## src/rtl/arb_pkg.sv

```systemverilog
// Shared types and the rotate/priority-pick/un-rotate winner selection used by
// the round-robin resource arbiter.
package arb_pkg;

   localparam int MAX_N = 16;
   localparam int PTR_W = 4;

   typedef enum logic [0:0] {IDLE, BUSY} arb_state_e;

   typedef struct packed {
      logic             found;
      logic [PTR_W-1:0] idx;
   } pick_t;

   // Rotate req so that index ptr lands at bit 0, isolate the lowest set bit,
   // then add ptr back (mod n) to recover the absolute requester index.
   function automatic pick_t rr_pick(input logic [MAX_N-1:0] req,
                                     input logic [PTR_W-1:0] ptr,
                                     input int               n);
      logic [MAX_N-1:0] rot;
      logic [MAX_N-1:0] lowest;
      logic [PTR_W-1:0] src;
      int               sum;
      int               off;
      pick_t            res;
      rot    = '0;
      res    = '0;
      off    = 0;
      for (int i = 0; i < MAX_N; i++) begin
         if (i < n) begin
            sum = int'(ptr) + i;
            if (sum >= n) sum = sum - n;
            src    = PTR_W'(sum);
            rot[i] = req[src];
         end
      end
      lowest = rot & (~rot + MAX_N'(1));
      for (int j = 0; j < MAX_N; j++) begin
         if (lowest[j]) off = j;
      end
      unique if (rot == '0) begin
         res.found = 1'b0;
      end else begin
         sum = int'(ptr) + off;
         if (sum >= n) sum = sum - n;
         res.found = 1'b1;
         res.idx   = PTR_W'(sum);
      end
      return res;
   endfunction

endpackage

```

## src/rtl/rr_resource_arbiter.sv

```systemverilog
// Round-robin arbiter for one shared resource: a grant is held until the owner
// signals done or a watchdog of MAX_HOLD cycles forces it free.
module rr_resource_arbiter
   import arb_pkg::*;
#(
   parameter int  N        = 4,
   parameter int  MAX_HOLD = 16,
   localparam int IDW      = $clog2(N)
) (
   input  logic           clk,
   input  logic           rst,
   input  logic [N-1:0]   req,
   input  logic           done,
   output logic [N-1:0]   gnt,
   output logic [IDW-1:0] gnt_id,
   output logic           gnt_vld,
   output logic           timeout_err
);

   localparam int HW = $clog2(MAX_HOLD + 1);

   arb_state_e     state_q, state_d;
   logic [N-1:0]   gnt_q, gnt_d;
   logic [IDW-1:0] gnt_id_q, gnt_id_d;
   logic [IDW-1:0] ptr_q, ptr_d;
   logic [HW-1:0]  hold_q, hold_d;
   logic           timeout_q, timeout_d;
   pick_t          pick;

   always_comb begin
      state_d   = state_q;
      gnt_d     = gnt_q;
      gnt_id_d  = gnt_id_q;
      ptr_d     = ptr_q;
      hold_d    = hold_q;
      timeout_d = 1'b0;
      pick      = rr_pick(MAX_N'(req), PTR_W'(ptr_q), N);
      case (state_q)
         IDLE: begin
            if (pick.found) begin
               state_d  = BUSY;
               gnt_d    = N'(1) << pick.idx;
               gnt_id_d = IDW'(pick.idx);
               hold_d   = HW'(1);
            end
         end
         BUSY: begin
            // done wins over a coincident watchdog expiry, so no error pulse then.
            if (done || (hold_q == HW'(MAX_HOLD))) begin
               state_d   = IDLE;
               gnt_d     = '0;
               gnt_id_d  = '0;
               hold_d    = '0;
               timeout_d = ~done;
               ptr_d     = (gnt_id_q == IDW'(N - 1)) ? '0 : gnt_id_q + IDW'(1);
            end else begin
               hold_d = hold_q + HW'(1);
            end
         end
         default: state_d = IDLE;
      endcase
   end

   always_ff @(posedge clk) begin
      if (rst) begin
         state_q   <= IDLE;
         gnt_q     <= '0;
         gnt_id_q  <= '0;
         ptr_q     <= '0;
         hold_q    <= '0;
         timeout_q <= 1'b0;
      end else begin
         state_q   <= state_d;
         gnt_q     <= gnt_d;
         gnt_id_q  <= gnt_id_d;
         ptr_q     <= ptr_d;
         hold_q    <= hold_d;
         timeout_q <= timeout_d;
      end
   end

   assign gnt         = gnt_q;
   assign gnt_id      = gnt_id_q;
   assign gnt_vld     = |gnt_q;
   assign timeout_err = timeout_q;

   a_onehot : assert property (@(posedge clk) disable iff (rst) $onehot0(gnt));
   a_vld    : assert property (@(posedge clk) disable iff (rst) gnt_vld == (|gnt));
   a_id     : assert property (@(posedge clk) disable iff (rst) gnt_vld |-> gnt[gnt_id]);
   a_stable : assert property (@(posedge clk) disable iff (rst)
                               (state_q == BUSY && $past(state_q) == BUSY) |-> $stable(gnt_q));
   a_pulse  : assert property (@(posedge clk) disable iff (rst) timeout_err |=> !timeout_err);

endmodule
```

## config.mk

```make
export PLATFORM = sky130hd
export DESIGN_NAME = rr_resource_arbiter
export DESIGN_NICKNAME = d
export VERILOG_FILES = /design/src/rtl/arb_pkg.sv /design/src/rtl/rr_resource_arbiter.sv
export SDC_FILE = /design/constraint.sdc
export NUM_CORES = 1
export LEC_CHECK = 0
export ABC_AREA = 1
export BUFFER_PORTS_ARGS = -buffer_cell sky130_fd_sc_hd__buf_2
export CAP_MARGIN = 40
export CORE_MARGIN = 2
export CORE_UTILIZATION = 30
export DETAILED_ROUTE_END_ITERATION = 8
export PLACE_DENSITY = 0.46
export SYNTH_ARGS = -nofsm -noshare
export SYNTH_HDL_FRONTEND = slang
export SYNTH_SLANG_ARGS = --single-unit
```

## constraint.sdc

```tcl
create_clock -name clk -period 4.25 [get_ports clk]
set_clock_uncertainty 0.2 [all_clocks]
set_input_delay 0.6375 -clock clk [delete_from_list [all_inputs] [get_ports clk]]
set_output_delay 0.6375 -clock clk [all_outputs]
set_load 0.1 [all_outputs]
```

==> flow_metrics.py <==
metrics = {
    "clock_tree": {
        "cts_tree": "built",
        "clockBufferDepth": 2,
        "cts_hold_buf": 0,
        "post_cts_buffers": 0,
        "ctsResizeCount": 0,
        "cts.sinks": 15,
        "htreeDepth": 1,
        "clockRootBuffer": "clkbuf_4",
        "cts_buffers": 3,
        "clkTransAtPathRegs_ns": 0.09,
        "clk_latency_ns": 0.28,
    },
    "power_and_ir_drop": {
        "pwr-share-clk_pct": 16.8,
        "p_int_mw": 0.243,
        "p_seq_share_pct": 34.5,
        "p_switching_mw": 0.247,
        "power_density_mw_per_mm2": 449,
        "leakagePower_nw": 0.545,
        "power_mw": 0.490,
        "netSwitchingFraction_pct": 50.5,
        "combPwrFrac_pct": 48.7,
        "ir_drop_mv": 0.302,
    },
    "floorplan": {
        "die_w_um": 60.0,
        "dieArea_mm2": 0.00360,
        "fp-row-count": 20,
        "initial_core_util_pct": 31.1,
        "fp.dieH_um": 60.0,
        "core_mm2": 0.00303,
        "pin_count": 15,
    },
    "cells_and_area": {
        "syn_to_final_growth_pct": 16.1,
        "drive_gt1_share_pct": 19.3,
        "n_antenna_cell": 0,
        "nNetsFinal": 168,
        "final_cells": 194,
    },
    "timing": {
        "min_period_ns": 2.97,
        "setup_violations": 0,
        "fin_crit_sh_pct": 69.9,
        "rsz0062_at_grt": "false",
        "drv_slew": 0,
        "worst_pin_slew_ns": 0.486,
        "maxSlewHeadroom_pct": 67.8,
        "hold_viol_final": 0,
        "finalSetupTns_ns": 0,
        "max_freq_mhz": 337,
    },
    "global_routing": {
        "grt_usage_pct": 12.7,
        "overflow": 0,
        "antenna_found_initial": 0,
        "grt_max_degree": 10,
        "grt_pass1_vias": 750,
        "grt_pass1_wl_um": 3350,
    },
    "placement": {
        "hpwl_um": 1620,
        "place.gp.congestion": 0.765,
        "port_buffers": 14,
        "dp_cells": 190,
    },
    "detailed_routing": {
        "vias_per_cell": 4.48,
        "drt_wl_total_um": 2020,
        "ant_nets": 0,
        "vias": 870,
        "drt_iter0_markers": 26,
        "avgRoutedWirePerCell_um": 10.4,
        "drtPass1Iterations": 4,
        "drc": 0,
    },
    "logic_synthesis": {
        "synth_nets": 149,
        "synth_seq_cells": 15,
        "yosysSeqAreaShare_pct": 31.9,
        "syn_area_um2": 941,
        "yosys_warnings": 0,
        "syn_avg_cell_area_um2": 7.13,
        "synthesis.instances": 132,
        "synth.distinct_cells": 20,
    },
    "hold_path": {
        "hold_end": "gnt_id[1]",
        "min_from": "gnt_id[1]",
        "hold_depth": 2,
        "worstHoldPathType": "reg2reg",
    },
    "status": {
        "outcome": "completed",
    },
    "job": {
        "maxCapViolCount": 0,
    },
    "setup_path": {
        "path_max_fanout": 9,
        "reg2reg_depth": 14,
        "arrival_ns": 2.98,
        "cp-end-kind": "flip-flop",
        "critPathLaunchType": "flip-flop",
        "r2r-end": "gnt[3]",
        "required_ns": 4.26,
        "r2r_slack_ns": 1.28,
        "crit_type": "reg2reg",
        "reg2reg_from": "ptr_q[0]",
    },
}
## layout by cell type (no fill, tap or decap)
cell type  instances
inv_1             17
o31ai_1            1
nand2_1           36
nand4_1            3
a31oi_1            1
nand3_1           16
ha_1               9
a21oi_1            4
fa_1               1
clkbuf_4           3
dfxtp_1           15
nand2_2            6
o21ai_1            2
inv_2              2
a21boi_0           1
nor2_1             7
buf_2             14
or4_1              1
nand3_2            2
o21ai_0            4
nor2_4             2
clkbuf_1           1
xnor2_1            2
## per-layer routing
metal | up-vias | part of all wire (%) | track usage [%]
met4 | 0 | 0.69 | 2.86
li1 | 463 | - | -
met5 | - | 0 | 0
met1 | 389 | 52 | 17.2
met3 | 2 | 5.4 | 4.76
met2 | 16 | 42 | 19.3
## cell families (layout without fill, tap and decap cells)
family,after synthesis,after routing,share of synthesized area [%]
xor gates and xnor gates,2,2,1.86
buffers and inverters,19,37,7.58
adders and majority gates,10,10,14.1
and+or+nand+nor,73,73,37.0
AOI/OAI and AO/OA,13,13,7.58
DFF,15,15,31.9
## power by group through the flow
| stage | registers (mW) | logic, mW | clock network (mW) |
|---|---|---|---|
| after global placement | 0.172 | 0.240 | 0 |
| after global routing | 0.172 | 0.261 | 0.0902 |
| final | 0.169 | 0.239 | 0.0821 |
| after CTS | 0.169 | 0.242 | 0.0867 |
| after floorplan | 0.243 | 0.128 | 0 |
| after detailed placement | 0.172 | 0.241 | 0 |
## synthesized netlist by cell type, drive strengths merged
library cell  number  area share (%)
fa                 1             2.1
a21oi              4             2.1
o21ai              6             3.2
nand2             42              18
a31oi              1            0.67
xnor2              2             1.9
nand4              3             2.0
o31ai              1            0.80
inv               19             7.6
dfxtp             15              32
nor2               9             5.2
a21boi             1            0.80
or4                1            0.80
ha                 9              12
nand3             18              11
## worst max path at each step
stage	start	end	slack, ns	depth (start not counted)
5_1_grt	ptr_q[0]	gnt[3]	0.97	14
3_5_place_dp	ptr_q[0]	gnt[3]	1.26	14
3_3_place_gp	ptr_q[0]	gnt[3]	1.40	14
6_report	ptr_q[0]	gnt[3]	1.28	14
4_1_cts	ptr_q[0]	gnt[3]	1.24	14
2_1_floorplan	ptr_q[0]	gnt[3]	1.54	14
## flip-flops by register name, summed over array words and instances, names as in the netlist
register,flops
gnt_id,2
hold_q,5
state_q,1
ptr_q,2
timeout_err,1
gnt,4
## stage by stage
| step | hold WS, ns | utilization (%) | setup WS, ns | instance area, um2 |
|---|---|---|---|---|
| 2_1_floorplan | 0.259 | - | 1.54 | 941 |
| 3_3_place_gp | 0.258 | 35.2 | 1.40 | 1070 |
| 3_5_place_dp | 0.263 | 35.2 | 1.26 | 1070 |
| 4_1_cts | 0.277 | 36.1 | 1.24 | 1090 |
| 5_1_grt | 0.312 | 36.1 | 0.973 | 1090 |
| 6_report | 0.271 | 36.1 | 1.28 | 1090 |
## final cells by class
cell class              instances  area (um2)
multi-input cells              98         569
repair buffers                 14        70.1
well taps                      44        55.1
clock buffers                   4        26.3
fillers                       343        1940
inverters                      19        71.3
flip-flops and latches         15         300
## worst max-delay path: stages, from the launching register on
cell,delay [ns]
dfxtp_1,0.53
inv_2,0.13
ha_1,0.34
inv_1,0.07
nand3_1,0.09
nand3_2,0.09
a21boi_0,0.18
ha_1,0.16
inv_1,0.05
fa_1,0.38
ha_1,0.31
nand2_1,0.05
nor2_1,0.09
nand2_1,0.07
o21ai_0,0.15
(Power assumes the default switching activity.)
